--- config.mk ---
export PLATFORM = sky130hd
export DESIGN_NAME = pon_burst_sequencer
export DESIGN_NICKNAME = d
export VERILOG_FILES = /design/src/rtl/pon_burst_pkg.sv /design/src/rtl/pon_burst_cfg_shadow.sv /design/src/rtl/pon_burst_sequencer.sv
export SDC_FILE = /design/constraint.sdc
export NUM_CORES = 1
export LEC_CHECK = 0
export BUFFER_PORTS_ARGS = -buffer_cell sky130_fd_sc_hd__clkbuf_2
export CORE_MARGIN = 4
export CORE_UTILIZATION = 50
export CTS_BUF_LIST = sky130_fd_sc_hd__clkbuf_8
export CTS_CLUSTER_DIAMETER = 80
export DETAILED_ROUTE_END_ITERATION = 10
export GPL_ROUTABILITY_DRIVEN = 0
export MAX_ROUTING_LAYER = met4
export PLACE_DENSITY_LB_ADDON = 0.15
export REMOVE_ABC_BUFFERS = 1
export SYNTH_ARGS = -nofsm -noshare
export SYNTH_HDL_FRONTEND = slang
export SYNTH_SLANG_ARGS = --single-unit
--- constraint.sdc ---
create_clock -name clk -period 5.4 [get_ports clk]
set_clock_uncertainty 0.15 [all_clocks]
set_input_delay 0.54 -clock clk [delete_from_list [all_inputs] [get_ports clk]]
set_output_delay 0.54 -clock clk [all_outputs]
set_load 0.1 [all_outputs]
--- src/rtl/pon_burst_pkg.sv ---
// Shared types and helpers for the PON upstream burst sequencer.
// Stats counters are built only when PON_BURST_SEQ_STATS_EN is defined.
package pon_burst_pkg;

  localparam int CNT_W_DEF   = 32;
  localparam int MIN_GAP_DEF = 1;

  typedef enum logic [1:0] {
    IDLE     = 2'd0,
    PREAMBLE = 2'd1,
    BURST    = 2'd2,
    GAP      = 2'd3
  } state_t;

  // Sum is taken two bits wider than the widest field so it can never wrap.
  function automatic logic cfg_valid(input logic [63:0] pre,
                                     input logic [63:0] burst,
                                     input logic [63:0] period,
                                     input logic [63:0] min_gap);
    logic [65:0] need;
    need = 66'(pre) + 66'(burst) + 66'(min_gap);
    return (burst != 64'd0) && (need <= 66'(period));
  endfunction

endpackage

--- src/rtl/pon_burst_cfg_shadow.sv ---
// Shadow copy of the per-period configuration, latched at every period start,
// with precomputed phase boundaries and a registered config-error flag.
module pon_burst_cfg_shadow
  import pon_burst_pkg::*;
#(
  parameter int CNT_W   = CNT_W_DEF,
  parameter int MIN_GAP = MIN_GAP_DEF
) (
  input  logic             clk,
  input  logic             rst,
  input  logic             latch_i,
  input  logic [CNT_W-1:0] pre_i,
  input  logic [CNT_W-1:0] burst_i,
  input  logic [CNT_W-1:0] period_i,
  output logic             valid_now_o,
  output logic [CNT_W-1:0] pre_o,
  output logic [CNT_W:0]   burst_end_o,
  output logic [CNT_W-1:0] period_last_o,
  output logic             cfg_err_o
);

  localparam logic [CNT_W-1:0] ONE = CNT_W'(1);

  logic [CNT_W-1:0] pre_q, pre_d;
  logic [CNT_W:0]   burst_end_q, burst_end_d;
  logic [CNT_W-1:0] period_last_q, period_last_d;
  logic             cfg_err_q, cfg_err_d;

  assign valid_now_o = cfg_valid(64'(pre_i), 64'(burst_i), 64'(period_i),
                                 64'(MIN_GAP));

  always_comb begin
    pre_d         = pre_q;
    burst_end_d   = burst_end_q;
    period_last_d = period_last_q;
    cfg_err_d     = cfg_err_q;
    if (latch_i) begin
      pre_d         = pre_i;
      burst_end_d   = {1'b0, pre_i} + {1'b0, burst_i};
      // A zero period still runs one gap cycle so the FSM always makes progress.
      period_last_d = (period_i == '0) ? '0 : (period_i - ONE);
      cfg_err_d     = ~valid_now_o;
    end
  end

  always_ff @(posedge clk) begin
    if (rst) begin
      pre_q         <= '0;
      burst_end_q   <= '0;
      period_last_q <= '0;
      cfg_err_q     <= 1'b0;
    end else begin
      pre_q         <= pre_d;
      burst_end_q   <= burst_end_d;
      period_last_q <= period_last_d;
      cfg_err_q     <= cfg_err_d;
    end
  end

  assign pre_o         = pre_q;
  assign burst_end_o   = burst_end_q;
  assign period_last_o = period_last_q;
  assign cfg_err_o     = cfg_err_q;

endmodule

--- src/rtl/pon_burst_sequencer.sv ---
// Upstream burst scheduler: sequences PREAMBLE / BURST / GAP per period.
// Define PON_BURST_SEQ_STATS_EN to build the burst and cfg-error counters.
module pon_burst_sequencer
  import pon_burst_pkg::*;
#(
  parameter int CNT_W   = CNT_W_DEF,
  parameter int MIN_GAP = MIN_GAP_DEF
) (
  input  logic             clk,
  input  logic             rst,
  input  logic             enable,
  input  logic [CNT_W-1:0] preamble_length,
  input  logic [CNT_W-1:0] burst_length,
  input  logic [CNT_W-1:0] burst_period,
  input  logic             stats_clear,
  output logic             tx_enable,
  output logic             preamble_sel,
  output logic             data_req,
  output logic             burst_start,
  output logic             period_start,
  output logic             cfg_error,
  output logic             busy,
  output logic [31:0]      burst_count,
  output logic [15:0]      cfg_error_count
);

  localparam logic [CNT_W-1:0] ONE = CNT_W'(1);

  state_t           state_q, state_d;
  logic [CNT_W-1:0] cnt_q, cnt_d, cnt_nxt;
  logic             latch, end_period, burst_done;
  logic             valid_now;
  logic [CNT_W-1:0] sh_pre, sh_period_last;
  logic [CNT_W:0]   sh_burst_end;

  logic tx_enable_q, preamble_sel_q, data_req_q, burst_start_q;
  logic period_start_q, busy_q;

  pon_burst_cfg_shadow #(
    .CNT_W   (CNT_W),
    .MIN_GAP (MIN_GAP)
  ) u_shadow (
    .clk           (clk),
    .rst           (rst),
    .latch_i       (latch),
    .pre_i         (preamble_length),
    .burst_i       (burst_length),
    .period_i      (burst_period),
    .valid_now_o   (valid_now),
    .pre_o         (sh_pre),
    .burst_end_o   (sh_burst_end),
    .period_last_o (sh_period_last),
    .cfg_err_o     (cfg_error)
  );

  assign cnt_nxt = cnt_q + ONE;

  always_comb begin
    state_d    = state_q;
    cnt_d      = cnt_q;
    latch      = 1'b0;
    end_period = 1'b0;
    burst_done = 1'b0;
    case (state_q)
      IDLE: begin
        if (enable) latch = 1'b1;
      end
      PREAMBLE: begin
        cnt_d = cnt_nxt;
        if (cnt_nxt == sh_pre) state_d = BURST;
      end
      BURST: begin
        cnt_d = cnt_nxt;
        if ({1'b0, cnt_nxt} == sh_burst_end) begin
          burst_done = 1'b1;
          // With MIN_GAP of 0 a burst may end exactly on the period boundary.
          if (cnt_q == sh_period_last) end_period = 1'b1;
          else                         state_d    = GAP;
        end
      end
      GAP: begin
        cnt_d = cnt_nxt;
        if (cnt_q == sh_period_last) end_period = 1'b1;
      end
      default: state_d = IDLE;
    endcase

    if (end_period) begin
      if (enable) begin
        latch = 1'b1;
      end else begin
        state_d = IDLE;
        cnt_d   = '0;
      end
    end

    if (latch) begin
      cnt_d = '0;
      if (!valid_now)                 state_d = GAP;
      else if (preamble_length == '0) state_d = BURST;
      else                            state_d = PREAMBLE;
    end
  end

  // Outputs are registered from the next state so they line up with state_q.
  always_ff @(posedge clk) begin
    if (rst) begin
      state_q        <= IDLE;
      cnt_q          <= '0;
      tx_enable_q    <= 1'b0;
      preamble_sel_q <= 1'b0;
      data_req_q     <= 1'b0;
      burst_start_q  <= 1'b0;
      period_start_q <= 1'b0;
      busy_q         <= 1'b0;
    end else begin
      state_q        <= state_d;
      cnt_q          <= cnt_d;
      tx_enable_q    <= (state_d == PREAMBLE) || (state_d == BURST);
      preamble_sel_q <= (state_d == PREAMBLE);
      data_req_q     <= (state_d == BURST);
      burst_start_q  <= (state_d == BURST) && ((state_q != BURST) || latch);
      period_start_q <= latch;
      busy_q         <= (state_d != IDLE);
    end
  end

  assign tx_enable    = tx_enable_q;
  assign preamble_sel = preamble_sel_q;
  assign data_req     = data_req_q;
  assign burst_start  = burst_start_q;
  assign period_start = period_start_q;
  assign busy         = busy_q;

`ifdef PON_BURST_SEQ_STATS_EN
  logic [31:0] burst_count_q;
  logic [15:0] cfg_err_cnt_q;

  always_ff @(posedge clk) begin
    if (rst || stats_clear) begin
      burst_count_q <= '0;
      cfg_err_cnt_q <= '0;
    end else begin
      if (burst_done)            burst_count_q <= burst_count_q + 32'd1;
      if (latch && !valid_now)   cfg_err_cnt_q <= cfg_err_cnt_q + 16'd1;
    end
  end

  assign burst_count     = burst_count_q;
  assign cfg_error_count = cfg_err_cnt_q;
`else
  logic unused_stats;
  assign unused_stats    = stats_clear ^ burst_done;
  assign burst_count     = '0;
  assign cfg_error_count = '0;
`endif

endmodule

==> results summary <==
The count of pins over their slew limit is 0. The dominant cell type by area after synthesis is sky130_fd_sc_hd__dfxtp_1. The kind of capture point of the worst setup path is a flip-flop.

The via count of the first global-routing pass came to 12126. The final core utilization is 0.602. The required time of the worst setup path came out at 5.62 ns. The number of detailed-routing iterations run before antenna repair came out at 7. Setup repair after global routing could not meet its margin everywhere. The library cell used most frequently in the layout, excluding fill and tap cells, is sky130_fd_sc_hd__nor2_1. Clock-pin slew was measured on the worst setup and hold paths at 0.08 ns. The die covers 28500 um2. The classification of the worst setup path is input pin to flip-flop. The region available for standard cell placement spans 25300 um2.

The longest individual stage delay on the worst path came out at 0.39 ns. The largest net degree at the start of global routing came out at 53. The net total in the final layout is 2043. The number of violations reported at the end of detailed-routing iteration 0 came out at 1120. The worst pin sits at a relative slew slack of 0.198. The standard cell with the maximum stage delay on the critical path is sky130_fd_sc_hd__fa_2. The detailed-route via count came out at 13052. The maximum level of the CTS H-tree is 4. The global-route usage over all layers came out at 0.299.

Setup violations remaining at the end of the flow were counted as 0. The worst min-delay path class is input pin to flip-flop. The initial standard-cell utilization of the core is 0.510. By area the synthesized netlist is led by sky130_fd_sc_hd__dfxtp_1, sky130_fd_sc_hd__xnor2_1, sky130_fd_sc_hd__ha_1, sky130_fd_sc_hd__nor2_1, sky130_fd_sc_hd__xor2_1. The number of buffers added by the clock tree synthesis step came out at 17. The detailed-route vias per instance is 5.91. The cell area after technology mapping came out at 12900 um2. The non-filler instance count after layout came out at 2210. The source-to-sink clock delay at the later pin of the worst-skew pair is 0.48 ns.

The worst endpoint data arrival time is 5.58 ns. For this design the static power due to leakage is 6.56 nW. The total half-perimeter wirelength after legalization and detailed placement came out at 34.8 mm.

The overflow left after global routing came out at 0. The number of top-level pins came out at 155. The worst setup path is launched from an input pin. The post-layout minimum cycle time came out at 5.36 ns. After synthesis, the share of flip-flops with an asynchronous set or reset is 0. Power spread over the standard cell area amounts to 246 nW/um2.

The flow ran to the end, and the final reports show no timing, DRC or antenna violations. The max-cap check violation count is 0. The die boundary height is 169 um. The number of warnings printed during yosys synthesis is 0. Timing would allow up to 186 MHz. The post-route clock period utilization came out at 0.993. The number of buffers and inverters on the critical path is 5.

The maximum ir drop on the vdd rail is 164 uV. The hold violation count in the final report came out at 0. In the layout the commonest cells are sky130_fd_sc_hd__nor2_1, sky130_fd_sc_hd__buf_4, sky130_fd_sc_hd__dfxtp_1.

The synthesized instance count came out at 1656. The first-pass GRT wire length came out at 65.9 mm. The share of cells above drive strength 1 came out at 0.213.

The repair_antennas step left the layout with diodes totalling 0. The initial antenna violation count is 0. The cell row count is 58. The flip-flop and latch count after synthesis came out at 138. The buffer levels on the longest clock path is 2. The routed design has 42.9 mm of wire.

Summing internal, switching and leakage power gives 0.00375 W. For this run, the register share of the synthesized area comes to 0.214. The slew at the pin with the worst max-slew slack came out at 1.20 ns.

Clock tree synthesis selected as its root buffer the cell sky130_fd_sc_hd__clkbuf_8. The number of buffers added on ports came out at 105. The remaining routing DRC violations came out at 0. The area added between synthesis and finish came out at 18.0%. Among all flip-flop cells after synthesis, the most frequent one is sky130_fd_sc_hd__dfxtp_1. The family with the most delay on the worst path is simple AND/OR/NAND/NOR gates.

The instance count after placement with tap cells included came out at 2175. Of the post-synthesis cell area, the dominant cell type holds 0.214. The count of nets left with antenna violations once routing finished came out at 0. The cell repeated most along the worst path is sky130_fd_sc_hd__buf_4.

The number of flops mapped to enable cells by yosys is 0. For this design, the sink count on the clock tree is 138. The distinct cell type count after synthesis is 90. The TritonCTS clock tree is built.

The worst-path maximum fanout is 7. Dividing the detail-routed wire length by the instance count gives 19.4 um. The overall die width came out at 169 um.

The mean instance size in the synthesized netlist is 7.80 um2.
[final timing paths]
kind                                                         startpoint  depth (start not counted)  slack [ns]                                      end
worst min register to register  u_shadow.period_last_o[24]$_SDFFE_PP0P_                          2        0.32  u_shadow.period_last_o[24]$_SDFFE_PP0P_
worst max-delay path                                    burst_length[0]                         29        0.04                   burst_start$_SDFF_PP0_
worst min-delay path                                    burst_period[0]                          2        0.18   u_shadow.period_last_o[0]$_SDFFE_PP0P_
worst max register to register                      cnt_q[0]$_SDFF_PP0_                         14        0.74                   burst_start$_SDFF_PP0_
[metal layers]
metal,GRT usage,part of all wire
met1,0.392,0.43
met5,-,0
met2,0.476,0.45
met4,0.108,0.039
met3,0.0378,0.078
[synthesized netlist by cell type, drive strengths merged, types with 4 or more instances]
cell type and instances:
a21o 25, ha 75, nand2b 14, o21ai 75, o211a 4, o21a 6, a31o 5, nor4b 4
or3 14, a211oi 20, a221oi 6, a2111oi 7, or4 8, xnor2 123, dfxtp 138, inv 66
and4 17, a21oi 73, nand4 61, o211ai 13, o31ai 8, nand2 121, buf 97, and3 17
o21bai 6, and2 22, xnor3 5, xor2 79, o221a 4, nor3b 4, clkbuf 39, nor3 35
o2111ai 10, a31oi 9, a2bb2oi 4, or2 4, mux2i 60, nor2 199, nand3 47, nor4 57
nand4b 4, nor2b 19
[cell families after synthesis]
kind of cell,count (synthesis),synth area share
mux,62,0.0482
simple gates,659,0.266
buf+inv,203,0.0817
xor+xnor,207,0.146
other cells,1,0.000290
compound gates,310,0.170
fa+ha+maj,76,0.0742
flops,138,0.214
[where the power goes]
group | internal (W) | switching, W | total (W)
Clock | 0.000470 | 0.000456 | 0.000926
Sequential | 0.00111 | 0.0000983 | 0.00120
Combinational | 0.000663 | 0.000954 | 0.00162
[layout make-up]
| type | count | area (um2) |
|---|---|---|
| repair buffers | 281 | 1900 |
| clock buffers | 18 | 248 |
| fillers | 2294 | 10100 |
| flip-flops and latches | 138 | 2760 |
| well taps | 330 | 413 |
| inverters | 67 | 251 |
| multi-input cells | 1362 | 9500 |
| clock inverters | 14 | 170 |
[registers in the layout (all words and copies together) (netlist names)]
signal and cells:
u_shadow.burst_end_o 33, cnt_q 32, u_shadow.period_last_o 32, u_shadow.pre_o 32, state_q 2, burst_start 1, busy 1, data_req 1
period_start 1, preamble_sel 1, tx_enable 1, u_shadow.cfg_err_o 1
[stage by stage]
step                      instance area, um2  setup TNS (ns)  setup WS (ns)  hold WS (ns)
after floorplan                        12300         -687.40          -8.38         0.295
after global placement                 14600           -2.23         -0.460         0.306
after detailed placement               14600           -3.13         -0.572         0.312
after CTS                              15000               0         0.0104         0.160
after global routing                   15200          -0.523         -0.197         0.186
final                                  15200               0         0.0372         0.183
[what timing repair did]
item / CTS / global route
endpoints found under the setup margin: 2 / 7
endpoints found under the hold margin: 0 / 0
setup buffers: 0 / 3
gates cloned: 0 / 0
hold buffers: 0 / 0
pin swaps: 0 / 20
resized for setup: 4 / 37
Power figures use the tool's default switching activity.
